[src/rtl/alu_ctrl_seq.sv]
// alu_ctrl_seq -- sequencer between a RISC-V decode stage and an external
// combinational ALU. Accepts one decoded instruction at a time and drives
// operands/function to the ALU. It captures the ALU result and zero flag,
// then holds the outcome until the consumer takes it.
//   clk, rst_n (async, active low)
//   instr_valid/instr_ready         : instruction handshake
//   opcode, funct3, funct7b5        : decoded instruction fields
//   rs1_val, rs2_val, imm           : source operands, sign-extended immediate
//   ALUop1, ALUop2, ALUctrl         : registered ALU inputs
//   ALUOut, zero_i                  : ALU result and zero flag (combinational)
//   res_valid/res_ready             : result handshake
//   result, branch_taken, illegal   : outcome, held while res_valid=1
// Optional feature: define ALU_CTRL_BNE_EN to support BNE (branch funct3 001).
module alu_ctrl_seq #(
  parameter int DATA_WIDTH = 32
) (
  input  logic                  clk,
  input  logic                  rst_n,
  input  logic                  instr_valid,
  output logic                  instr_ready,
  input  logic [6:0]            opcode,
  input  logic [2:0]            funct3,
  input  logic                  funct7b5,
  input  logic [DATA_WIDTH-1:0] rs1_val,
  input  logic [DATA_WIDTH-1:0] rs2_val,
  input  logic [DATA_WIDTH-1:0] imm,
  output logic [DATA_WIDTH-1:0] ALUop1,
  output logic [DATA_WIDTH-1:0] ALUop2,
  output logic [2:0]            ALUctrl,
  input  logic [DATA_WIDTH-1:0] ALUOut,
  input  logic                  zero_i,
  output logic                  res_valid,
  input  logic                  res_ready,
  output logic [DATA_WIDTH-1:0] result,
  output logic                  branch_taken,
  output logic                  illegal
);

  localparam logic [6:0] OP_R      = 7'b0110011;
  localparam logic [6:0] OP_I      = 7'b0010011;
  localparam logic [6:0] OP_LOAD   = 7'b0000011;
  localparam logic [6:0] OP_STORE  = 7'b0100011;
  localparam logic [6:0] OP_BRANCH = 7'b1100011;

  localparam logic [2:0] ALU_ADD = 3'd0;
  localparam logic [2:0] ALU_SUB = 3'd1;
  localparam logic [2:0] ALU_AND = 3'd2;
  localparam logic [2:0] ALU_OR  = 3'd3;
  localparam logic [2:0] ALU_SLT = 3'd5;

  typedef enum logic [1:0] {IDLE, EXEC, DONE} state_e;
  // How EXEC turns the zero flag into branch_taken.
  typedef enum logic [1:0] {BR_NONE, BR_EQ, BR_NE} br_e;

  state_e                state_q, state_d;
  br_e                   br_q, br_d;
  logic [DATA_WIDTH-1:0] op1_q, op1_d, op2_q, op2_d, result_q, result_d;
  logic [2:0]            ctrl_q, ctrl_d;
  logic                  taken_q, taken_d, illegal_q, illegal_d;

  // Decode of the presented instruction.
  logic       dec_legal, dec_use_imm;
  logic [2:0] dec_ctrl;
  br_e        dec_br;

  always_comb begin
    dec_legal   = 1'b1;
    dec_use_imm = 1'b0;
    dec_ctrl    = ALU_ADD;
    dec_br      = BR_NONE;
    case (opcode)
      OP_R, OP_I: begin
        dec_use_imm = (opcode == OP_I);
        case (funct3)
          3'b000:  dec_ctrl = (opcode == OP_R && funct7b5) ? ALU_SUB : ALU_ADD;
          3'b111:  dec_ctrl = ALU_AND;
          3'b110:  dec_ctrl = ALU_OR;
          3'b010:  dec_ctrl = ALU_SLT;
          default: dec_legal = 1'b0;
        endcase
      end
      OP_LOAD, OP_STORE: dec_use_imm = 1'b1;
      OP_BRANCH: begin
        dec_ctrl = ALU_SUB;
        case (funct3)
          3'b000:  dec_br = BR_EQ;
`ifdef ALU_CTRL_BNE_EN
          3'b001:  dec_br = BR_NE;
`endif
          default: dec_legal = 1'b0;
        endcase
      end
      default: dec_legal = 1'b0;
    endcase
  end

  always_comb begin
    state_d   = state_q;
    br_d      = br_q;
    op1_d     = op1_q;
    op2_d     = op2_q;
    ctrl_d    = ctrl_q;
    result_d  = result_q;
    taken_d   = taken_q;
    illegal_d = illegal_q;
    case (state_q)
      IDLE: begin
        if (instr_valid) begin
          if (dec_legal) begin
            op1_d     = rs1_val;
            op2_d     = dec_use_imm ? imm : rs2_val;
            ctrl_d    = dec_ctrl;
            br_d      = dec_br;
            illegal_d = 1'b0;
            state_d   = EXEC;
          end else begin
            // Unsupported: report immediately, leave ALU inputs untouched.
            illegal_d = 1'b1;
            result_d  = '0;
            taken_d   = 1'b0;
            state_d   = DONE;
          end
        end
      end
      EXEC: begin
        result_d = ALUOut;
        case (br_q)
          BR_EQ:   taken_d = zero_i;
          BR_NE:   taken_d = ~zero_i;
          default: taken_d = 1'b0;
        endcase
        state_d = DONE;
      end
      DONE: if (res_ready) state_d = IDLE;
      default: state_d = IDLE;
    endcase
  end

  always_ff @(posedge clk or negedge rst_n) begin
    if (!rst_n) begin
      state_q   <= IDLE;
      br_q      <= BR_NONE;
      op1_q     <= '0;
      op2_q     <= '0;
      ctrl_q    <= ALU_ADD;
      result_q  <= '0;
      taken_q   <= 1'b0;
      illegal_q <= 1'b0;
    end else begin
      state_q   <= state_d;
      br_q      <= br_d;
      op1_q     <= op1_d;
      op2_q     <= op2_d;
      ctrl_q    <= ctrl_d;
      result_q  <= result_d;
      taken_q   <= taken_d;
      illegal_q <= illegal_d;
    end
  end

  assign instr_ready  = (state_q == IDLE);
  assign res_valid    = (state_q == DONE);
  assign ALUop1       = op1_q;
  assign ALUop2       = op2_q;
  assign ALUctrl      = ctrl_q;
  assign result       = result_q;
  assign branch_taken = taken_q;
  assign illegal      = illegal_q;

endmodule

[config.mk]
export PLATFORM = sky130hd
export DESIGN_NAME = alu_ctrl_seq
export DESIGN_NICKNAME = d
export VERILOG_FILES = /design/src/rtl/alu_ctrl_seq.sv
export SDC_FILE = /design/constraint.sdc
export NUM_CORES = 1
export LEC_CHECK = 0
export ABC_AREA = 1
export CAP_MARGIN = 20
export CORE_MARGIN = 3
export CORE_UTILIZATION = 44
export CTS_BUF_LIST = sky130_fd_sc_hd__clkbuf_8
export CTS_CLUSTER_SIZE = 25
export DETAILED_ROUTE_END_ITERATION = 10
export DONT_BUFFER_PORTS = 1
export MAX_ROUTING_LAYER = met4
export SLEW_MARGIN = 20
export SYNTH_ARGS = -nofsm -noshare
export SYNTH_HDL_FRONTEND = slang
export SYNTH_SLANG_ARGS = --single-unit
[constraint.sdc]
create_clock -name clk -period 3 [get_ports clk]
set_input_delay 0.9 -clock clk [delete_from_list [all_inputs] [get_ports clk]]
set_output_delay 0.9 -clock clk [all_outputs]
set_load 0.03 [all_outputs]
# ---- Yosys cells after proc, flatten, opt, wreduce, memory -nomap -nowiden
# Index checks and enable logic that the tools add are counted.
dict set report classes {
  n_mux 22
  bitwise_logic 1
  eq_ne 15
  n_reduce_logical 11
}
# op n
set ops {}
lappend ops {{$mux W32} 3}
lappend ops {{$pmux W32 S2} 1}
lappend ops {{$eq A7 B6 Y1 const B} 2}
lappend ops {{$pmux W3 S4} 1}
lappend ops {{$mux W1} 8}
lappend ops {{$eq A7 B2 Y1 const B} 1}
lappend ops {{$eq A7 B5 Y1 const B} 1}
lappend ops {{$eq A7 B7 Y1 const B} 1}
lappend ops {{$eq A3 B3 Y1 const B} 2}
lappend ops {{$mux W2} 3}
lappend ops {{$pmux W1 S2} 3}
lappend ops {{$pmux W2 S3} 1}
lappend ops {{$pmux W3 S2} 1}
lappend ops {{$reduce_and A3 Y1} 2}
lappend ops {{$eq A2 B1 Y1 const B} 2}
lappend ops {{$eq A2 B2 Y1 const B} 2}
lappend ops {{$ne A2 B2 Y1 const B} 2}
lappend ops {{$reduce_and A2 Y1} 2}
lappend ops {{$reduce_or A2 Y1} 2}
lappend ops {{$reduce_or A4 Y1} 1}
lappend ops {{$eq A3 B2 Y1 const B} 1}
lappend ops {{$logic_not A3 Y1} 1}
lappend ops {{$pmux W1 S3} 1}
lappend ops {{$logic_not A2 Y1} 1}
lappend ops {{4 further kinds} 4}
dict set report totals {
  in_bits 144
  reg_bits 105
  out_inout_bits 103
  wordCells 57
}

# ---- Depth between registers and ports, before layout
dict set report depth {
  ltp_word 7
  mapped_depth 12
}

# ---- Least setup slack after synthesis
# Ideal clock, no wire load.
dict set report synth_timing {
  path_type {input to register}
  start {in opcode[1]}
  end {reg op2_q[10] (netlist: ALUop2[10])}
  t_required_ps 2934
  stages 12
  path_slack_ps 1128
  t_arrival_ps 1807
  setup_time_ps 66
  path_cell_list {nand2_1 inv_2 nand2_1 nor2_1 nand2_1 nand2_1 nand2_2 inv_2 buf_6 buf_6 nand2_1 nand2_1}
}
dict set report synth_between {
  elab_chain_cells 4
}
# element line_no
set synth_lines {}
lappend synth_lines {{from (decl)} 21} ;# input logic [6:0] opcode,
lappend synth_lines {{$eq A7 B2 Y1, or another cell as far along} 71} ;# case (opcode)
lappend synth_lines {{$reduce_or A2 Y1} 71}
lappend synth_lines {{$pmux W1 S3 or $pmux W1 S2 (tied branches)} 71}
lappend synth_lines {{$reduce_and A3 Y1 (no line) or $mux W32 (tied branches)} -}
lappend synth_lines {{to (signal assigned)} 153} ;# op2_q <= op2_d;
lappend synth_lines {{to (decl)} 57} ;# logic [DATA_WIDTH-1:0] op1_q, op1_d, op2_q, op2_d, result_q, result_d;
# Parallel ways exist; a longest one is shown, timed or not.
# A chain may end at the register's enable or synchronous reset.

# ---- Final worst setup path
dict set report layout_timing {
  start {reg state_q[0]}
  end {out res_valid}
}
dict set report layout_between {
  elab_chain_cells 1
}
# element line_no
set layout_lines {}
lappend layout_lines {{from (decl)} 55} ;# state_e state_q, state_d;
lappend layout_lines {{from (signal assigned)} 150} ;# state_q <= state_d;
lappend layout_lines {{$eq A2 B2 Y1} 162} ;# assign res_valid = (state_q == DONE);
lappend layout_lines {{to (decl)} 32} ;# output logic res_valid,
# No other way between the ends.

==> results.sh <==
export IMPL_status="complete, no violations"
export IMPL_fmax_ghz=0.460
export IMPL_clock_sinks=104
export IMPL_clk_latency_ps=360
export IMPL_synth_cell_type_count=14
export IMPL_track_usage_pct=19.9
export IMPL_synth_cells=587
export IMPL_antenna_found_initial=0
export IMPL_drc_errors=0
export IMPL_die_area_sq_mm=0.0115
export IMPL_crit_buf_inv=0
export IMPL_critPathLaunchType="register"
export IMPL_leakagePower_nw=2.81
export IMPL_dpl_hpwl_um=8020
export IMPL_final_util_pct=48.2
export IMPL_ys_warn_count=0
export IMPL_rsz0062_at_grt="no"
export IMPL_root_buffer="clkbuf_8"
export IMPL_grt_pass1_vias=3454
export IMPL_nNetsFinal=721
export IMPL_cts_tree="built"
export IMPL_power_mw=2.90
export IMPL_finalSetupViolations=0
export IMPL_drt_first_pass_iters=5
export IMPL_fin_crit_ps=2180
export IMPL_synth_seq_cells=104
export IMPL_drive_above_1_share_pct=4.82
export IMPL_fillers=988
export IMPL_cts_buffers=9
export IMPL_core_area_sq_mm=0.00991
export IMPL_routed_wl_um=11500
export IMPL_numPortBuffers=0
export IMPL_power_density_mw_per_mm2=608
export IMPL_antenna_left=0
export IMPL_cts_resized=0
export IMPL_postCtsSetupBuffers=0
export IMPL_die_x_um=107
export IMPL_crit_path_max_fanout=3
export IMPL_syn_area_per_cell_sq_um=7.72
export IMPL_slowest_delay_ps=520
export IMPL_grt_max_degree=105
export IMPL_vdd_drop_max_mv=0.218
export IMPL_hold_violations=0
export IMPL_synth_nets=731
export IMPL_tightest_slew_ps=988
export IMPL_setup_tns_ps=0
export IMPL_min_period_over_period_pct=72.5
export IMPL_critical_path_class="register to output pin"
export IMPL_start_util_pct=45.7
export IMPL_ios=247
export IMPL_cp_data_required_time_ps=2100
export IMPL_h_tree_depth=3
export IMPL_cp_slowest_cell="nor2_1"
export IMPL_crit_chain="nor2_1"
export IMPL_clkTransAtPathRegs_ps=90
export IMPL_post_drt_wl_per_cell_um=16.1
export IMPL_holdBufCountCts=0
export IMPL_synth_seq_area_share_pct=57.5
export IMPL_first_iter_violations=206
export IMPL_place_congestion=0.776
export IMPL_maxSlewViolCount=0
export IMPL_fp_dieH_um=107
export IMPL_vias=3565
export IMPL_n_antenna_cell=0
export IMPL_path_delay_family="simple AND/OR/NAND/NOR gates"
export IMPL_slew_headroom_pct=34.0
export IMPL_drv_cap=0
export IMPL_fin_skew_ps=7.17
export IMPL_routed_via_density=4.99
export IMPL_cp_data_arrival_time_ps=1280
export IMPL_grt_overflow_total=0
export IMPL_grt_pass1_wl_um=17200
export IMPL_hold_class="input port to async pin"
export IMPL_netlist_area_sq_mm=0.00453
export IMPL_worst_setup_path_end_kind="output pin"
export IMPL_rows=36
export IMPL_cts_buffer_depth=2
export IMPL_area_delta_synth_final_pct=5.36
per-stage QoR:
stage                     cells  hold WS [ps]  setup slack [ps]  cell area [sq um]
after floorplan             587           454              1130               4530
after global routing        714           194               750               4770
final                       714           226               824               4770
after global placement      699           491               885               4600
after detailed placement    699           488               813               4600
after CTS                   714           201               801               4770
report_power, final:
group	internal, mW	leakage, nW	switching, mW
Clock	0.338	0.0924	0.453
Sequential	1.53	1.41	0.376
Combinational	0.0806	1.31	0.123
state kept, by name (all words and copies together) (netlist names):
signal,cells
ALUop1,32
ALUop2,32
result,32
ALUctrl,3
state_q,2
br_q,1
branch_taken,1
illegal,1
synth_stat cells, drive strengths merged:
library cell	number	area share, %
buf	19	2.6
nand3b	1	0.17
o21ai	3	0.33
inv	17	1.4
clkbuf	10	0.83
nand3	41	4.5
nand2	380	32
nor2	12	1.1
dfrtp	104	57
final timing paths:
path / end / cells after the start / start / slack, ps
setup reg to reg: ALUop2[22] / 8 / state_q[0] / 1120
hold / removal: ALUop1[16] / 0 / rst_n / 230
max in group asynchronous: ALUop2[5] / 0 / rst_n / 2630
min in group clk: br_q[0] / 2 / br_q[0] / 500
setup / recovery: res_valid / 1 / state_q[0] / 820
hold reg to reg: br_q[0] / 2 / br_q[0] / 500
layer usage:
layer	share of wire, %	track usage, %	up-vias
met5	0	-	-
met4	2.2	8.48	0
met3	9.9	5.94	20
met2	49	32.8	169
met1	39	22.5	1626
li1	-	-	1750
area by class of cell:
cell class	instances	area [sq um]	share of cell area, %
Tap cell	133	166	3.49
Clock inverter	4	21.3	0.446
Sequential cell	104	2600	54.5
Timing Repair Buffer	8	60.1	1.26
Multi-Input combinational cell	437	1710	35.8
Inverter	17	63.8	1.34
Clock buffer	11	151	3.17
cell families (layout without fill, tap and decap cells):
| kind of cell | Yosys count | count (layout) | synth area share [%] |
|---|---|---|---|
| simple gates | 434 | 434 | 37.3 |
| buf+inv | 46 | 40 | 4.86 |
| compound gates | 3 | 3 | 0.331 |
| flops | 104 | 104 | 57.5 |
placed cells by master (no fill, tap or decap), drive strengths merged:
| cell | count |
|---|---|
| clkinv | 2 |
| nand2 | 380 |
| buf | 8 |
| nand3b | 1 |
| inv | 18 |
| o21ai | 3 |
| dfrtp | 104 |
| nor2 | 12 |
| clkbuf | 11 |
| clkinvlp | 1 |
| nand3 | 41 |
(Power assumes the default switching activity.)
